$ cat config.mk
export PLATFORM = sky130hd
export DESIGN_NAME = instr_fetch_flat
export DESIGN_NICKNAME = d
export VERILOG_FILES = /design/src/rtl/instr_fetch_if.sv /design/src/rtl/instr_fetch.sv /design/src/flat_wrapper.sv
export SDC_FILE = /design/constraint.sdc
export NUM_CORES = 1
export LEC_CHECK = 0
export CAP_MARGIN = 30
export CORE_ASPECT_RATIO = 1.25
export CORE_MARGIN = 2
export CORE_UTILIZATION = 58
export DETAILED_ROUTE_END_ITERATION = 8
export PLACE_DENSITY = 0.89
export SYNTH_ARGS = -nofsm -noshare
export SYNTH_HDL_FRONTEND = slang
export SYNTH_SLANG_ARGS = --single-unit
$ cat constraint.sdc
create_clock -name CLK -period 7.5 [get_ports CLK]
set_input_delay 1.125 -clock CLK [delete_from_list [all_inputs] [get_ports CLK]]
set_output_delay 1.125 -clock CLK [all_outputs]
set_load 0.1 [all_outputs]
$ cat src/rtl/instr_fetch_if.sv
// ----------------------------------------------------------------------------
// instr_fetch_if
//
// Bus bundle between the instruction fetch stage, program ROM and the
// decoder.
//
//   romAdd       [15:0] ROM half-word address {instruction address, half}
//   romRead             ROM read strobe; data returns one cycle later
//   romData      [15:0] ROM read data
//   instrWord    [31:0] head instruction {half 1, half 0}
//   instrPc      [14:0] instruction address of the head entry
//   instrValid          head entry present
//   instrReady          decoder consumes the head entry this cycle
//   branchTake          redirect request (single-cycle pulse)
//   branchTarget [14:0] redirect instruction address
//
// master : the fetch stage (drives ROM request and decoder-facing outputs)
// slave  : the environment (ROM + decoder + branch unit)
// ----------------------------------------------------------------------------
interface instr_fetch_if;
  logic [15:0] romAdd;
  logic        romRead;
  logic [15:0] romData;
  logic [31:0] instrWord;
  logic [14:0] instrPc;
  logic        instrValid;
  logic        instrReady;
  logic        branchTake;
  logic [14:0] branchTarget;

  modport master (
    output romAdd,
    output romRead,
    input  romData,
    output instrWord,
    output instrPc,
    output instrValid,
    input  instrReady,
    input  branchTake,
    input  branchTarget
  );

  modport slave (
    input  romAdd,
    input  romRead,
    output romData,
    input  instrWord,
    input  instrPc,
    input  instrValid,
    output instrReady,
    output branchTake,
    output branchTarget
  );
endinterface

$ cat src/rtl/instr_fetch.sv
// ----------------------------------------------------------------------------
// instr_fetch
//
// Instruction fetch stage feeding the decoder. Each 32-bit instruction is
// read from program ROM as two 16-bit halves (half 0 then half 1), assembled
// and pushed into a small prefetch queue. The queue head is presented to the
// decoder over a valid/ready handshake. A branch redirect flushes the queue,
// drops any half-fetched instruction and restarts fetch at the target.
//
// Parameters
//   DEPTH     prefetch queue depth in instructions (designed for 2)
//   RESET_PC  instruction address fetched after reset
//
// Ports
//   CLK   clock, all state updates on the rising edge
//   RST   synchronous active-high reset
//   bus   instr_fetch_if.master: ROM request/data, decoder handshake,
//         branch redirect
//
// Timing from the first cycle after reset/redirect (cycle 0): low half
// issued in cycle 0, high half in cycle 1, queue push in cycle 2, the
// instruction is visible on instrValid/instrWord/instrPc in cycle 3.
// ----------------------------------------------------------------------------
module instr_fetch #(
  parameter int          DEPTH    = 2,
  parameter logic [14:0] RESET_PC = 15'h0000
) (
  input  logic          CLK,
  input  logic          RST,
  instr_fetch_if.master bus
);

  localparam logic [0:0] ST_LO = 1'b0;  // next read is half 0 (gated by room)
  localparam logic [0:0] ST_HI = 1'b1;  // next read is half 1 (unconditional)

  localparam int CW = $clog2(DEPTH + 1);

  typedef struct packed {
    logic [31:0] word;
    logic [14:0] pc;
  } entry_t;

  // Fetch sequencer state
  logic [0:0]    state_q, state_d;
  logic [14:0]   fetch_pc_q, fetch_pc_d;
  logic [15:0]   low_q, low_d;         // half 0 waiting for its partner
  logic          pend_q, pend_d;       // assembled instruction lands this cycle
  logic [14:0]   pend_pc_q, pend_pc_d;
  logic [15:0]   rom_add_q;            // last address driven, held when idle

  // Prefetch queue, head at index 0
  entry_t        ent_q [DEPTH];
  entry_t        ent_d [DEPTH];
  logic [CW-1:0] count_q, count_d;

  // Registered decoder-facing outputs
  logic [31:0]   word_q;
  logic [14:0]   pc_q;
  logic          valid_q;

  logic          issue;
  logic [15:0]   issue_addr;
  logic          room;
  logic          push;
  logic          pop;
  logic [CW-1:0] wr_idx;
  entry_t        new_ent;

  // Room counts the instruction already in flight to the queue but not a
  // same-cycle pop, so a new fetch never starts until space is certain.
  assign room = (int'(count_q) + int'(pend_q)) < DEPTH;

  // --------------------------------------------------------------------------
  // Fetch sequencer
  // --------------------------------------------------------------------------
  always_comb begin
    state_d    = state_q;
    fetch_pc_d = fetch_pc_q;
    low_d      = low_q;
    pend_d     = 1'b0;          // a pending write lives for exactly one cycle
    pend_pc_d  = pend_pc_q;
    issue      = 1'b0;
    issue_addr = rom_add_q;

    case (state_q)
      ST_LO: begin
        if (room) begin
          issue      = 1'b1;
          issue_addr = {fetch_pc_q, 1'b0};
          state_d    = ST_HI;
        end
      end
      ST_HI: begin
        // romData now carries half 0 requested in the previous cycle.
        issue      = 1'b1;
        issue_addr = {fetch_pc_q, 1'b1};
        low_d      = bus.romData;
        pend_d     = 1'b1;
        pend_pc_d  = fetch_pc_q;
        fetch_pc_d = fetch_pc_q + 15'd1;  // wraps 7FFF -> 0000
        state_d    = ST_LO;
      end
      default: begin
        state_d = ST_LO;
      end
    endcase
  end

  // --------------------------------------------------------------------------
  // Prefetch queue
  // --------------------------------------------------------------------------
  assign push    = pend_q;
  assign pop     = valid_q & bus.instrReady;
  // With a simultaneous pop the entries shift down first, so the new entry
  // goes one slot lower; this keeps program order.
  assign wr_idx  = count_q - CW'(pop);
  assign new_ent = {bus.romData, low_q, pend_pc_q};

  always_comb begin
    for (int i = 0; i < DEPTH; i++) begin
      ent_d[i] = ent_q[i];
    end
    if (pop) begin
      for (int i = 0; i < DEPTH - 1; i++) begin
        ent_d[i] = ent_q[i + 1];
      end
    end
    if (push) begin
      for (int i = 0; i < DEPTH; i++) begin
        if (wr_idx == CW'(i)) begin
          ent_d[i] = new_ent;
        end
      end
    end
    count_d = count_q + CW'(push) - CW'(pop);
  end

  // --------------------------------------------------------------------------
  // State registers. Redirect outranks every other update, including a
  // same-cycle pop (treated as consumed), push and high-half issue.
  // --------------------------------------------------------------------------
  always_ff @(posedge CLK) begin
    if (RST) begin
      state_q    <= ST_LO;
      fetch_pc_q <= RESET_PC;
      low_q      <= '0;
      pend_q     <= 1'b0;
      pend_pc_q  <= '0;
      rom_add_q  <= '0;
      count_q    <= '0;
      valid_q    <= 1'b0;
      word_q     <= '0;
      pc_q       <= '0;
    end else if (bus.branchTake) begin
      state_q    <= ST_LO;
      fetch_pc_q <= bus.branchTarget;
      pend_q     <= 1'b0;
      rom_add_q  <= issue_addr;
      count_q    <= '0;
      valid_q    <= 1'b0;
      word_q     <= '0;
      pc_q       <= '0;
    end else begin
      state_q    <= state_d;
      fetch_pc_q <= fetch_pc_d;
      low_q      <= low_d;
      pend_q     <= pend_d;
      pend_pc_q  <= pend_pc_d;
      rom_add_q  <= issue_addr;
      count_q    <= count_d;
      valid_q    <= (count_d != '0);
      word_q     <= (count_d != '0) ? ent_d[0].word : '0;
      pc_q       <= (count_d != '0) ? ent_d[0].pc   : '0;
    end
  end

  // Queue storage carries no reset; count_q alone defines occupancy.
  always_ff @(posedge CLK) begin
    for (int i = 0; i < DEPTH; i++) begin
      ent_q[i] <= ent_d[i];
    end
  end

  // --------------------------------------------------------------------------
  // Outputs. The ROM request is combinational from the sequencer state so a
  // read goes out in the very first cycle after reset/redirect; it is forced
  // to zero while reset is held.
  // --------------------------------------------------------------------------
  assign bus.romRead    = issue & ~RST;
  assign bus.romAdd     = RST ? 16'h0000 : issue_addr;
  assign bus.instrWord  = word_q;
  assign bus.instrPc    = pc_q;
  assign bus.instrValid = valid_q;

endmodule

$ cat src/flat_wrapper.sv
// flat-port wrapper written by rule: the top's interface ports become plain ports
module instr_fetch_flat 
#(
  parameter int          DEPTH    = 2,
  parameter logic [14:0] RESET_PC = 15'h0000
)
  (CLK, RST, bus_romAdd, bus_romRead, bus_romData, bus_instrWord, bus_instrPc, bus_instrValid, bus_instrReady, bus_branchTake, bus_branchTarget);
  instr_fetch_if bus_i ();
  input  logic CLK;
  input  logic RST;
  output wire logic [$bits(bus_i.romAdd)-1:0] bus_romAdd;
  output wire logic [$bits(bus_i.romRead)-1:0] bus_romRead;
  input wire logic [$bits(bus_i.romData)-1:0] bus_romData;
  output wire logic [$bits(bus_i.instrWord)-1:0] bus_instrWord;
  output wire logic [$bits(bus_i.instrPc)-1:0] bus_instrPc;
  output wire logic [$bits(bus_i.instrValid)-1:0] bus_instrValid;
  input wire logic [$bits(bus_i.instrReady)-1:0] bus_instrReady;
  input wire logic [$bits(bus_i.branchTake)-1:0] bus_branchTake;
  input wire logic [$bits(bus_i.branchTarget)-1:0] bus_branchTarget;
  assign bus_romAdd = bus_i.romAdd;
  assign bus_romRead = bus_i.romRead;
  assign bus_i.romData = bus_romData;
  assign bus_instrWord = bus_i.instrWord;
  assign bus_instrPc = bus_i.instrPc;
  assign bus_instrValid = bus_i.instrValid;
  assign bus_i.instrReady = bus_instrReady;
  assign bus_i.branchTake = bus_branchTake;
  assign bus_i.branchTarget = bus_branchTarget;
  instr_fetch #(.DEPTH(DEPTH), .RESET_PC(RESET_PC)) u_core (.CLK(CLK), .RST(RST), .bus(bus_i));
endmodule
## Word-level counts from Yosys, hierarchy flattened

Memories as Yosys holds them, arrays and structs flattened.
Cells that the tools add are included.

| word-level totals | value |
|---|---|
| flip-flop bits (word level) | 114 |
| RAM bits | 94 |
| input bits | 35 |
| output and inout port bits | 65 |
| word-level logic and storage cells | 43 |
| memories kept | 1 |

| operators by class | value |
|---|---|
| $add $sub $neg | 5 |
| order comparisons | 1 |
| equality and inequality tests | 1 |
| mux-type cells | 13 |
| bitwise operators | 6 |
| reduce and logical (&&, ||, !) cells | 6 |

Memories:

| name | words | width | rd ports | clocked after Yosys merged registers in | write ports | line | text |
|---|---|---|---|---|---|---|---|
| u_core.ent_q | 2 | 47 | 2 | 0 | 2 | instr_fetch.sv:52 | `entry_t ent_q [DEPTH];` |

Operators with widths:

| kind | count |
|---|---|
| 47-bit 2-to-1 mux | 3 |
| 94-bit 2-to-1 mux | 1 |
| 32-bit by 3-bit less-than comparator with 1-bit output (second input constant) | 1 |
| 16-bit 2-to-1 mux | 2 |
| 16-bit case mux with 2 select lines | 1 |
| 15-bit 2-to-1 mux | 2 |
| 15-bit by 1-bit adder with 15-bit output (second input constant) | 1 |
| 1-bit NOT | 4 |
| 1-bit case mux with 2 select lines | 2 |
| 2-bit nonzero test | 2 |
| 2-bit by 1-bit subtractor with 2-bit output | 2 |
| 2-bit by 1-bit adder with 3-bit output | 1 |
| 3-bit OR reduction | 1 |
| 2-bit by 1-bit adder with 2-bit output | 1 |
| 1-bit AND | 2 |
| 2-bit by 1-bit == test with 1-bit output (second input constant) | 1 |
| 2-bit logical NOT | 1 |
| 1-bit 2-to-1 mux | 2 |
| 2-bit AND reduction | 1 |
| 2-bit OR reduction | 1 |

## Longest topological paths before layout

| depth | value |
|---|---|
| depth in word-level cells | 5 |
| gate-level depth with buffers | 11 |
| mapped depth without buffers | 8 |

## Least setup slack after synthesis

Ideal clock, no wire load.

| path | value |
|---|---|
| path kind | input -> output |
| start | input RST |
| end | output bus_romAdd[12] |
| arrival | 3013 ps |
| required time | 6375 ps |
| path slack | 3362 ps |
| stages on the path | 3 |
| cell sequence | clkbuf_1 > buf_1 > a21oi_1 |

| on the way | value |
|---|---|
| word-level cells in the longest chain between the ends | 1 |

RTL lines:

| item | line | text |
|---|---|---|
| from (decl) | flat_wrapper.sv:10 | `input logic RST;` |
| 16-bit 2-to-1 mux | instr_fetch.sv:190 | `assign bus.romAdd = RST ? 16'h0000 : issue_addr;` |
| to (decl) | flat_wrapper.sv:11 | `output wire logic [$bits(bus_i.romAdd)-1:0] bus_romAdd;` |

No other way between the ends.

## Worst setup path in the final report

| path | value |
|---|---|
| start | input bus_instrReady |
| end | register u_core.word_q[14], in the netlist u_core.bus.instrWord[14] |

| on the way | value |
|---|---|
| word-level cells in the longest chain between the ends | 5 |

RTL lines:

| item | line | text |
|---|---|---|
| from (decl) | flat_wrapper.sv:17 | `input wire logic [$bits(bus_i.instrReady)-1:0] bus_instrReady;` |
| 1-bit AND (*) | instr_fetch.sv:113 | `assign pop = valid_q & bus.instrReady;` |
| 2-bit by 1-bit subtractor with 2-bit output, on equally long branches | instr_fetch.sv:116, instr_fetch.sv:135 |  |
| 2-bit logical NOT or 2-bit nonzero test (tied branches) | instr_fetch.sv:130, instr_fetch.sv:172 |  |
| 47-bit 2-to-1 mux or 1-bit NOT (tied branches) | n/a |  |
| 94-bit 2-to-1 mux or 3-bit OR reduction (tied branches) | n/a |  |
| to (signal assigned) | instr_fetch.sv:172 | `word_q <= (count_d != '0) ? ent_d[0].word : '0;` |
| to (decl) | instr_fetch.sv:57 | `logic [31:0] word_q;` |

Every way passes the cells marked *; elsewhere a longest branch is shown, timed or not.
A chain may end at the register's enable or synchronous reset.

==> results.py <==
metrics = {
    "logic_synthesis": {
        "async_reset_ff_share_pct": 0,
        "synth.area.top_cells": "dfxtp_1 43%, edfxtp_1 19%, nand2_1 12%, a21oi_1 7.1%, a21o_1 5.0%",
        "syn_area_um2": 7520,
        "ys_ff_latch": 208,
        "yosysWarnings": 0,
        "synth_edf_count": 47,
        "mappedNetlistNets": 830,
        "synth_area_per_cell_um2": 9.48,
        "synth_top_area_share_pct": 42.9,
        "ys_seq_area_share_pct": 61.6,
        "synth_top_cell_by_area": "dfxtp_1",
        "synthCells": 793,
        "synth_ff_type": "dfxtp_1",
        "ys_types": 33,
    },
    "global_routing": {
        "gr-usage-all-layers_pct": 24.3,
        "grt_max_degree": 66,
        "grt_pass1_vias": 5884,
        "overflow": 0,
        "antenna_found_initial": 0,
        "grt_pass1_wl_um": 27800,
    },
    "clock_tree": {
        "holdBufCountCts": 0,
        "cts_tree": "yes",
        "cts.sinks": 208,
        "h-tree-depth": 1,
        "clkTransAtPathRegs_ns": 0.06,
        "cts_buffers": 20,
        "post_cts_buffers": 0,
        "root_buffer": "clkbuf_16",
        "ctsResizeCount": 0,
        "max-clock-path-buffers": 3,
        "clock_latency_ns": 0.48,
    },
    "final_layout": {
        "fill_cells": 868,
        "final_util_pct": 72.7,
        "diodes": 0,
        "drive_gt1_share_pct": 5.86,
        "layout_commonest_cell": "nand2_1",
        "syn2layout_area_growth_pct": 22.4,
        "layout_common_cells": "245 x nand2_1, 160 x dfxtp_1, 106 x a21oi_1, 97 x clkdlybuf4s50_1, 51 x nand3_1",
        "fin_nets": 911,
    },
    "sta": {
        "worstMarginPinSlew_ns": 1.03,
        "finClkSkew_ns": 0.00983,
        "max_slew_margin_pct": 31.1,
        "holdWs_ns": 0.457,
        "slew_viol_final": 0,
        "fin_crit_sh_pct": 57.8,
        "timing.fmax_mhz": 231,
        "period_needed_ns": 4.33,
        "report.final.hold_viol_count": 0,
        "grt_setup_unrepaired": "no",
        "setup_violations": 0,
        "setup_tns_ns": 0,
    },
    "worst_setup_path": {
        "rrSetupSlack_ns": 4.53,
        "worst_r2r_path_depth": 10,
        "reg2reg_from": "u_core.bus.instrValid$_SDFF_PP0_",
        "worstSetupEndpointType": "flip-flop",
        "start_kind": "input pin",
        "worstPathArrival_ns": 4.68,
        "rr_endpoint": "u_core.bus.instrWord[14]$_SDFF_PP0_",
        "cp.required_ns": 7.84,
        "crit_fanout": 51,
        "crit_type": "in -> reg",
    },
    "die": {
        "coreArea_um2": 12700,
        "die_y_um": 131,
        "dieArea_um2": 13900,
        "num_rows": 46,
        "initial_core_util_pct": 59.4,
        "ios": 100,
        "die_w_um": 106,
    },
    "routing": {
        "wire_per_inst_um": 16.3,
        "drc_errors": 0,
        "finalWirelength_um": 17200,
        "viasPerCell": 5.60,
        "num_vias": 5914,
        "first_iter_violations": 494,
        "drt-pass1-iter-count": 5,
        "ant_nets": 0,
    },
    "power_and_ir_drop": {
        "switchingPower_mw": 0.588,
        "clkPwrFrac_pct": 37.9,
        "power_density_nw_per_um2": 263,
        "p_seq_share_pct": 51.5,
        "intPower_mw": 1.83,
        "power.leakage_nw": 3.51,
        "switching_share_pct": 24.3,
        "ir_worst_vdd_uv": 197,
        "pwr-share-comb_pct": 10.6,
    },
    "worst_hold_path": {
        "hold_depth": 2,
        "min_to": "u_core.rom_add_q[1]$_DFF_P_",
        "hp-class": "reg -> reg",
        "min_from": "u_core.rom_add_q[1]$_DFF_P_",
    },
    "placed_design": {
        "place.gp.congestion": 0.771,
        "portBuffers": 99,
        "dp_hpwl_um": 9990,
    },
    "job": {
        "cap_violations": 0,
    },
    "outcome": {
        "outcome": "completed",
    },
}
-- sequential cells by signal, summed over array words and instances, names as in the netlist --
register               cells
u_core.fetch_pc_q         15
u_core.state_q             1
u_core.count_q             2
u_core.bus.instrWord      32
u_core.bus.instrValid      1
u_core.pend_pc_q          15
u_core.low_q              16
u_core.pend_q              1
u_core.rom_add_q          16
u_core.ent_q              94
u_core.bus.instrPc        15
-- final cells by class --
type	instances	area, µm²	share of cell area, %
clock buffers	25	541	5.87
repair buffers	110	1100	11.9
flip-flops and latches	208	4640	50.4
multi-input cells	524	2630	28.5
well taps	168	210	2.28
clock inverters	11	57.6	0.625
inverters	10	37.5	0.408
-- metal layers --
metal	vias up	global-route usage [%]	part of all wire, %
met4	0	8.26	2.3
met1	2810	29.3	38
met2	242	43.2	52
met5	-	0	0
li1	2820	-	-
met3	42	4.81	7.5
-- critical path, stage by stage --
cell	delay, ns
buf_2	0.74
nand2_2	0.60
buf_16	0.35
nand2_1	0.09
nand2_1	0.06
ha_1	0.20
xor2_1	0.15
xnor2_1	0.18
o21ai_4	0.60
buf_4	0.44
a21oi_1	0.11
-- synthesized netlist by cell type (10+ instances only) --
library cell    n
nor2_1         13
inv_1          10
nand3_1        51
dfxtp_1       161
buf_2          17
a21oi_1       106
edfxtp_1       47
a21o_1         50
clkbuf_1       18
nand2_1       246
-- power by group through the flow --
stage          logic, mW  registers (mW)  clock network (mW)
2_1_floorplan      0.172            1.28                   0
5_1_grt            0.278            1.25               0.972
3_3_place_gp       0.240            1.27                   0
4_1_cts            0.253            1.24               0.925
6_report           0.256            1.24               0.916
3_5_place_dp       0.248            1.27                   0
-- cell families (layout without fill, tap and decap cells) --
group | after synthesis | count (layout) | synth area share, %
mux | 4 | 4 | 0.532
xor+xnor | 15 | 15 | 1.75
simple gates | 334 | 334 | 18.7
flops | 208 | 208 | 61.6
buf+inv | 61 | 156 | 3.74
compound gates | 169 | 169 | 13.3
fa+ha+maj | 2 | 2 | 0.333
-- worst max path at each step --
stage	startpoint	end	slack, ns	depth (start not counted)
final	bus_instrReady	u_core.bus.instrWord[14]$_SDFF_PP0_	3.17	11
after global routing	u_core.state_q$_SDFF_PP0_	bus_romAdd[9]	2.96	4
after CTS	bus_instrReady	u_core.bus.instrWord[14]$_SDFF_PP0_	3.09	10
after detailed placement	bus_instrReady	u_core.bus.instrWord[27]$_SDFF_PP0_	2.66	10
after global placement	bus_instrReady	u_core.bus.instrWord[7]$_SDFF_PP0_	2.76	10
after floorplan	RST	bus_romAdd[12]	3.36	3
-- stage by stage --
stage | power (mW) | area (µm²) | cells | setup slack [ns]
global route | 2.50 | 9200 | 1056 | 2.96
floorplan | 1.45 | 7520 | 793 | 3.36
global placement | 1.50 | 8550 | 1017 | 2.76
detailed placement | 1.52 | 8580 | 1019 | 2.66
CTS | 2.42 | 9180 | 1055 | 3.09
finish | 2.42 | 9200 | 1056 | 3.17
(Power assumes the default switching activity.)
